### src/rtl/pr_hrav_disp_pkg.sv
// Shared types and helpers for the HRAV packet dispatcher.
//   disp_state_e : packet-level FSM state
//   rr_pick      : round-robin search returning {found, idx}
//   dst_icap     : destination index used for the ICAP path
package pr_hrav_disp_pkg;

    localparam int C_MAX_CORES = 16;

    typedef enum logic [1:0] {
        IDLE = 2'd0,
        FWD  = 2'd1,
        DROP = 2'd2
    } disp_state_e;

    typedef struct packed {
        logic       found;
        logic [3:0] idx;
    } rr_pick_t;

    // ICAP sits one past the last core.
    function automatic int dst_icap(input int num_cores);
        return num_cores;
    endfunction

    // First enabled core at index >= ptr, wrapping modulo n. The loop runs
    // downward so the lowest offset from ptr is the one that sticks.
    function automatic rr_pick_t rr_pick(input logic [C_MAX_CORES-1:0] enb,
                                         input logic [3:0]             ptr,
                                         input int                     n);
        rr_pick_t r;
        int       c;
        r = '0;
        for (int i = C_MAX_CORES - 1; i >= 0; i--) begin
            if (i < n) begin
                c = (int'(ptr) + i) % n;
                if (enb[c[3:0]]) begin
                    r.found = 1'b1;
                    r.idx   = c[3:0];
                end
            end
        end
        return r;
    endfunction

endpackage

### src/rtl/pr_hrav_axis_reg.sv
// One-stage AXI-Stream pipeline register carrying a destination tag.
//   load            : capture in_* this cycle (caller guarantees in_ready)
//   in_ready        : register empty or its destination is taking the beat
//   m_valid[ND]     : one-hot valid toward the tagged destination
//   m_ready[ND]     : per-destination ready; only the tagged bit is used
//   m_data/strb/... : registered payload, broadcast
module pr_hrav_axis_reg #(
    parameter int W  = 256,
    parameter int U  = 128,
    parameter int ND = 5,
    parameter int DW = 3
) (
    input  logic            clk,
    input  logic            rst,
    input  logic            load,
    input  logic [W-1:0]    in_data,
    input  logic [W/8-1:0]  in_strb,
    input  logic [U-1:0]    in_user,
    input  logic            in_last,
    input  logic [DW-1:0]   in_dst,
    output logic            in_ready,
    input  logic [ND-1:0]   m_ready,
    output logic [W-1:0]    m_data,
    output logic [W/8-1:0]  m_strb,
    output logic [U-1:0]    m_user,
    output logic            m_last,
    output logic [ND-1:0]   m_valid
);

    logic          valid_q;
    logic [DW-1:0] dst_q;

    assign in_ready = !valid_q || m_ready[dst_q];

    always_ff @(posedge clk) begin
        if (rst) begin
            valid_q <= 1'b0;
            dst_q   <= '0;
            m_data  <= '0;
            m_strb  <= '0;
            m_user  <= '0;
            m_last  <= 1'b0;
        end else if (load) begin
            // Covers the same-cycle egress+ingress case: contents are
            // simply replaced, no bubble.
            valid_q <= 1'b1;
            dst_q   <= in_dst;
            m_data  <= in_data;
            m_strb  <= in_strb;
            m_user  <= in_user;
            m_last  <= in_last;
        end else if (valid_q && m_ready[dst_q]) begin
            valid_q <= 1'b0;
        end
    end

    for (genvar i = 0; i < ND; i++) begin : g_vld
        assign m_valid[i] = valid_q && (dst_q == DW'(i));
    end

endmodule

### src/rtl/pr_hrav_dispatcher_n.sv
// N-core packet dispatcher: whole packets go to ICAP (TUSER[C_ICAP_BIT] on
// the head beat) or round-robin over enabled cores; packets with nowhere
// to go are swallowed and counted.
//   ACLK/ARESET      : clock, synchronous active-high reset
//   core_enb         : per-core enable, sampled on the head beat only
//   S_AXIS_*         : ingress stream
//   M_AXIS_*         : egress payload (broadcast) + one-hot TVALID/TREADY
//   drop_cnt         : saturating dropped-packet count
//   rr_ptr           : next round-robin candidate
module pr_hrav_dispatcher_n
    import pr_hrav_disp_pkg::*;
#(
    parameter int C_AXIS_DATA_WIDTH  = 256,
    parameter int C_AXIS_TUSER_WIDTH = 128,
    parameter int C_NUM_CORES        = 4,
    parameter int C_ICAP_BIT         = 32,
    localparam int PW = (C_NUM_CORES > 1) ? $clog2(C_NUM_CORES) : 1
) (
    input  logic                            ACLK,
    input  logic                            ARESET,
    input  logic [C_NUM_CORES-1:0]          core_enb,
    input  logic [C_AXIS_DATA_WIDTH-1:0]    S_AXIS_TDATA,
    input  logic [C_AXIS_DATA_WIDTH/8-1:0]  S_AXIS_TSTRB,
    input  logic [C_AXIS_TUSER_WIDTH-1:0]   S_AXIS_TUSER,
    input  logic                            S_AXIS_TLAST,
    input  logic                            S_AXIS_TVALID,
    output logic                            S_AXIS_TREADY,
    output logic [C_AXIS_DATA_WIDTH-1:0]    M_AXIS_TDATA,
    output logic [C_AXIS_DATA_WIDTH/8-1:0]  M_AXIS_TSTRB,
    output logic [C_AXIS_TUSER_WIDTH-1:0]   M_AXIS_TUSER,
    output logic                            M_AXIS_TLAST,
    output logic [C_NUM_CORES:0]            M_AXIS_TVALID,
    input  logic [C_NUM_CORES:0]            M_AXIS_TREADY,
    output logic [31:0]                     drop_cnt,
    output logic [PW-1:0]                   rr_ptr
);

    localparam int ND         = C_NUM_CORES + 1;
    localparam int DW         = $clog2(ND);
    localparam int C_DST_ICAP = dst_icap(C_NUM_CORES);

    disp_state_e   state_q, state_d;
    logic [PW-1:0] rr_q, rr_adv;
    logic [DW-1:0] dst_q, head_dst, cur_dst;
    logic [31:0]   drop_q;

    logic [C_MAX_CORES-1:0] enb16;
    logic [3:0]             ptr4;
    rr_pick_t               pick;

    logic head, icap, head_drop, dropping, out_ready, s_ready, accept, load;

    // Routing decision, evaluated combinationally on the head beat.
    always_comb begin
        enb16                  = '0;
        enb16[C_NUM_CORES-1:0] = core_enb;
        ptr4                   = '0;
        ptr4[PW-1:0]           = rr_q;
        pick                   = rr_pick(enb16, ptr4, C_NUM_CORES);
        rr_adv                 = (pick.idx == 4'(C_NUM_CORES - 1)) ? '0
                                                                  : PW'(pick.idx + 4'd1);
        head      = (state_q == IDLE);
        icap      = S_AXIS_TUSER[C_ICAP_BIT];
        head_drop = head && !icap && !pick.found;
        head_dst  = icap ? DW'(C_DST_ICAP) : DW'(pick.idx);
        cur_dst   = head ? head_dst : dst_q;
        // Dropped beats bypass the output register, so they never stall.
        dropping  = (state_q == DROP) || head_drop;
        s_ready   = dropping || out_ready;
        accept    = S_AXIS_TVALID && s_ready;
        load      = accept && !dropping;
    end

    always_comb begin
        state_d = state_q;
        if (accept) begin
            if (S_AXIS_TLAST)
                state_d = IDLE;
            else if (head)
                state_d = head_drop ? DROP : FWD;
        end
    end

    always_ff @(posedge ACLK) begin
        if (ARESET) begin
            state_q <= IDLE;
            rr_q    <= '0;
            dst_q   <= '0;
            drop_q  <= '0;
        end else begin
            state_q <= state_d;
            if (accept && head) begin
                dst_q <= head_dst;
                // ICAP packets leave the core rotation untouched.
                if (!icap && pick.found)
                    rr_q <= rr_adv;
                if (head_drop && drop_q != 32'hFFFF_FFFF)
                    drop_q <= drop_q + 32'd1;
            end
        end
    end

    pr_hrav_axis_reg #(
        .W  (C_AXIS_DATA_WIDTH),
        .U  (C_AXIS_TUSER_WIDTH),
        .ND (ND),
        .DW (DW)
    ) u_oreg (
        .clk      (ACLK),
        .rst      (ARESET),
        .load     (load),
        .in_data  (S_AXIS_TDATA),
        .in_strb  (S_AXIS_TSTRB),
        .in_user  (S_AXIS_TUSER),
        .in_last  (S_AXIS_TLAST),
        .in_dst   (cur_dst),
        .in_ready (out_ready),
        .m_ready  (M_AXIS_TREADY),
        .m_data   (M_AXIS_TDATA),
        .m_strb   (M_AXIS_TSTRB),
        .m_user   (M_AXIS_TUSER),
        .m_last   (M_AXIS_TLAST),
        .m_valid  (M_AXIS_TVALID)
    );

    assign S_AXIS_TREADY = s_ready;
    assign drop_cnt      = drop_q;
    assign rr_ptr        = rr_q;

endmodule

### config.mk
export PLATFORM = sky130hd
export DESIGN_NAME = pr_hrav_dispatcher_n
export DESIGN_NICKNAME = d
export VERILOG_FILES = /design/src/rtl/pr_hrav_disp_pkg.sv /design/src/rtl/pr_hrav_axis_reg.sv /design/src/rtl/pr_hrav_dispatcher_n.sv
export SDC_FILE = /design/constraint.sdc
export NUM_CORES = 1
export LEC_CHECK = 0
export ABC_AREA = 1
export ABC_CLOCK_PERIOD_IN_PS = 2600
export CORE_AREA = 2 2 345 347
export DETAILED_ROUTE_END_ITERATION = 12
export DIE_AREA = 0 0 347 349
export GPL_TIMING_DRIVEN = 0
export PLACE_DENSITY = 0.46
export SLEW_MARGIN = 5
export SYNTH_ARGS = -nofsm -noshare
export SYNTH_HDL_FRONTEND = slang
export SYNTH_SLANG_ARGS = --single-unit
### constraint.sdc
create_clock -name ACLK -period 2.6 [get_ports ACLK]
set_clock_uncertainty 0.15 [all_clocks]
set_input_delay 0.65 -clock ACLK [delete_from_list [all_inputs] [get_ports ACLK]]
set_output_delay 0.65 -clock ACLK [all_outputs]
set_load 0.03 [all_outputs]
==> results.yml <==
logic_synthesis:
  yosys.area_share.simple_pct: 24.6
  yosysTopAreaCellShare_pct: 53.4
  synth_warnings: 0
  synth_top_family_by_area: "simple AND/OR/NAND/NOR gates"
  synthCells: 2228
  synth.avg_cell_area_um2: 7.74
  synth_xor_area_share_pct: 1.52
  yosysTopAreaCell: "dfxtp_1"
  synth_nets: 2659
  synth_compound_area_share_pct: 13.6
  synthTopCellsByArea: "dfxtp_1 (53%), nand2_1 (22%), a21oi_1 (13%)"
  synth.area.mux_share_pct: 0
  synth_seq_cells: 460
  synth_area_um2: 17200
  synthAdderAreaFrac_pct: 0.145
  synth_cell_types: 29
  ys_seq_area_share_pct: 53.4
route:
  vias: 18547
  routed_wl_mm: 95.7
  viasPerCell: 3.87
  wl_per_cell_um: 20.0
  drt_iter0_markers: 1128
  drt-pass1-iter-count: 5
  ant_nets: 0
  drcViolationCount: 0
timing:
  rsz0062_at_grt: "true"
  post-route-period-util_pct: 106
  worstMarginPinSlew_ns: 0.841
  fmax_mhz: 363
  setup_viol: 3
  setup_slack_ns: -0.152
  fin_crit_ns: 2.75
  fin_setup_tns_ns: -0.196
  hold_slack_ns: 0.309
  maxSlewViolCount: 0
  hold_violations: 0
  slew_headroom_pct: 44.0
layout:
  regArea_um2: 9220
  finalNetCount: 3629
  final_common_cell: "nand2_1"
  multi_input_area_um2: 7080
  post-route-util_pct: 26.1
  layout_common_cells: "nand2_1 (972), clkdlybuf4s50_1 (773), a21oi_1 (456), dfxtp_1 (456), dlygate4sd2_1 (93)"
  drive_above_1_share_pct: 8.90
  nFillCells: 12895
  area_growth_pct: 77.9
grt:
  grt_max_degree: 15
  grt_pass1_vias: 18279
  grt_pass1_wl_mm: 133
  antenna_found_initial: 26
  gr-total-overflow: 0
  track_usage_pct: 15.0
placed_design:
  gp_congestion: 0.902
  numPortBuffers: 884
  hpwlAfterDp_mm: 75.8
  pre_cts_slack_ns: -1.56
clock_tree:
  cts_sinks: 460
  numCtsBuffers: 59
  cts_max_level: 2
  cts_buffer_depth: 3
  cts_root_buffer: "clkbuf_16"
  cts_hold_buf: 0
  clk_latency_ns: 0.64
  cts_tree: "built"
  clkTransAtPathRegs_ns: 0.06
outcome:
  violations: "setup timing"
  status: "finished, violations left"
floorplan:
  row_count: 126
  dieArea_um2: 121000
  core_area_um2: 117000
  start_util_pct: 14.7
  ios: 886
  fp.dieH_um: 349
  die_x_um: 347
worst_setup_path:
  cpMostUsedCell: "nand2_4"
  cp_max_fo: 4
  critPathSlowestCell: "clkdlybuf4s50_1"
  end_kind: "output pin"
  crit_type: "input port to output pin"
  timing.critical_path.buf_inv: 2
  cp_top_family: "simple AND/OR/NAND/NOR gates"
  worstPathRequired_ns: 1.80
  critPathLaunchType: "input port"
  cp_cell_sequence: "clkdlybuf4s50_1 -> nand2_4 -> nand2_4 -> nand2_4 -> nand2_4 -> nor2_4 -> nand3_4 -> nand3_4 -> buf_8"
  cp.arrival_ns: 1.95
  cpPeakStageDelay_ns: 0.47
  rr_startpoint: "rr_ptr[0]"
  crit_start: "core_enb[1]"
min_path:
  min_from: "u_oreg.m_user[7]"
  hp-class: "register to register"
run:
  cap_violations: 0
power_and_ir_drop:
  ir_worst_vdd_mv: 0.407
  p_leak_nw: 11.9
  power_density_nw_per_um2: 739
path summary, 6_finish.rpt:
path / slack (ns) / cells after the start / to
max: -0.15 / 9 / S_AXIS_TREADY
min: 0.31 / 2 / u_oreg.m_user[7]
max reg2reg: -0.02 / 21 / u_oreg.dst_q[0]
min reg2reg: 0.31 / 2 / u_oreg.m_user[7]
where the power goes:
part	internal [mW]	switching, mW	leakage (nW)
clock	5.67	3.41	1.07
combinational	2.31	3.29	7.05
sequential	7.64	0.337	3.78
cells by family after synthesis:
group,after synthesis
adder cells (fa/ha/maj),2
AO/OA/AOI/OAI,469
XOR/XNOR,30
flip-flops,460
buffers and inverters,177
AND/OR/NAND/NOR,1090
routing by layer:
layer / vias up / GRT usage (%) / wire, um
met5: - / 0 / 16
met4: 2 / 5.00 / 2370
met3: 120 / 5.46 / 8910
met2: 676 / 25.1 / 45500
met1: 8601 / 17.8 / 38900
li1: 9148 / - / -
stage by stage:
step	std cells	cell area, um^2	total power [mW]
finish	4798	30700	22.7
global placement	4648	28000	13.6
global route	4795	30700	23.7
detailed placement	4648	28000	13.6
floorplan	2228	17200	10.8
CTS	4774	30300	23.0
worst reg2reg max path, cell delays in order, from the launching register on:
cell and delay [ns]:
dfxtp_2 0.32, buf_6 0.14, inv_8 0.08, nand2_2 0.06
nand2_4 0.08, nand2_4 0.06, buf_4 0.13, buf_4 0.12
buf_4 0.12, buf_4 0.12, buf_4 0.12, buf_4 0.12
buf_4 0.12, nand3_1 0.09, nand3_2 0.07, o21ai_1 0.12
inv_1 0.07, buf_4 0.14, nand2_1 0.07, nand2_2 0.07
nor2_1 0.10, nor2_1 0.05
registers in the layout, summed over array words and instances (netlist names):
name and count:
drop_cnt 32, dst_q 3, rr_ptr 2, state_q 2, u_oreg.dst_q 3, u_oreg.m_data 256
u_oreg.m_last 1, u_oreg.m_strb 32, u_oreg.m_user 128, u_oreg.valid_q 1
cell usage after synthesis:
master,n
nor4b_1,1
inv_4,2
inv_2,3
buf_1,1
nor3_1,13
dfxtp_1,460
clkbuf_4,2
a21oi_1,458
nand2_2,3
ha_1,2
o211ai_1,1
nand3_1,16
buf_4,13
nor4_1,6
nor2_4,3
o21ai_0,9
buf_2,31
clkbuf_1,54
nand3_4,1
nand4_1,11
nor3_2,1
nand3_2,3
nor2_1,41
xnor2_1,10
xor2_1,20
buf_6,51
a22oi_1,1
inv_1,20
nand2_1,991
what timing repair did:
item	in CTS	in global routing
resized for setup	191	79
endpoints found under the setup margin	555	360
setup buffers	17	7
pin swaps	10	11
cloned	0	1
area by class of cell:
type / count / area share [%]
Antenna cell: 16 / 0.131
Tap cell: 1536 / 6.27
Clock inverter: 17 / 0.963
Multi-Input combinational cell: 1591 / 23.1
Inverter: 25 / 0.355
Clock buffer: 92 / 6.07
Timing Repair Buffer: 909 / 29.2
Buffer: 152 / 3.87
Sequential cell: 460 / 30.1
Power figures use the tool's default switching activity.
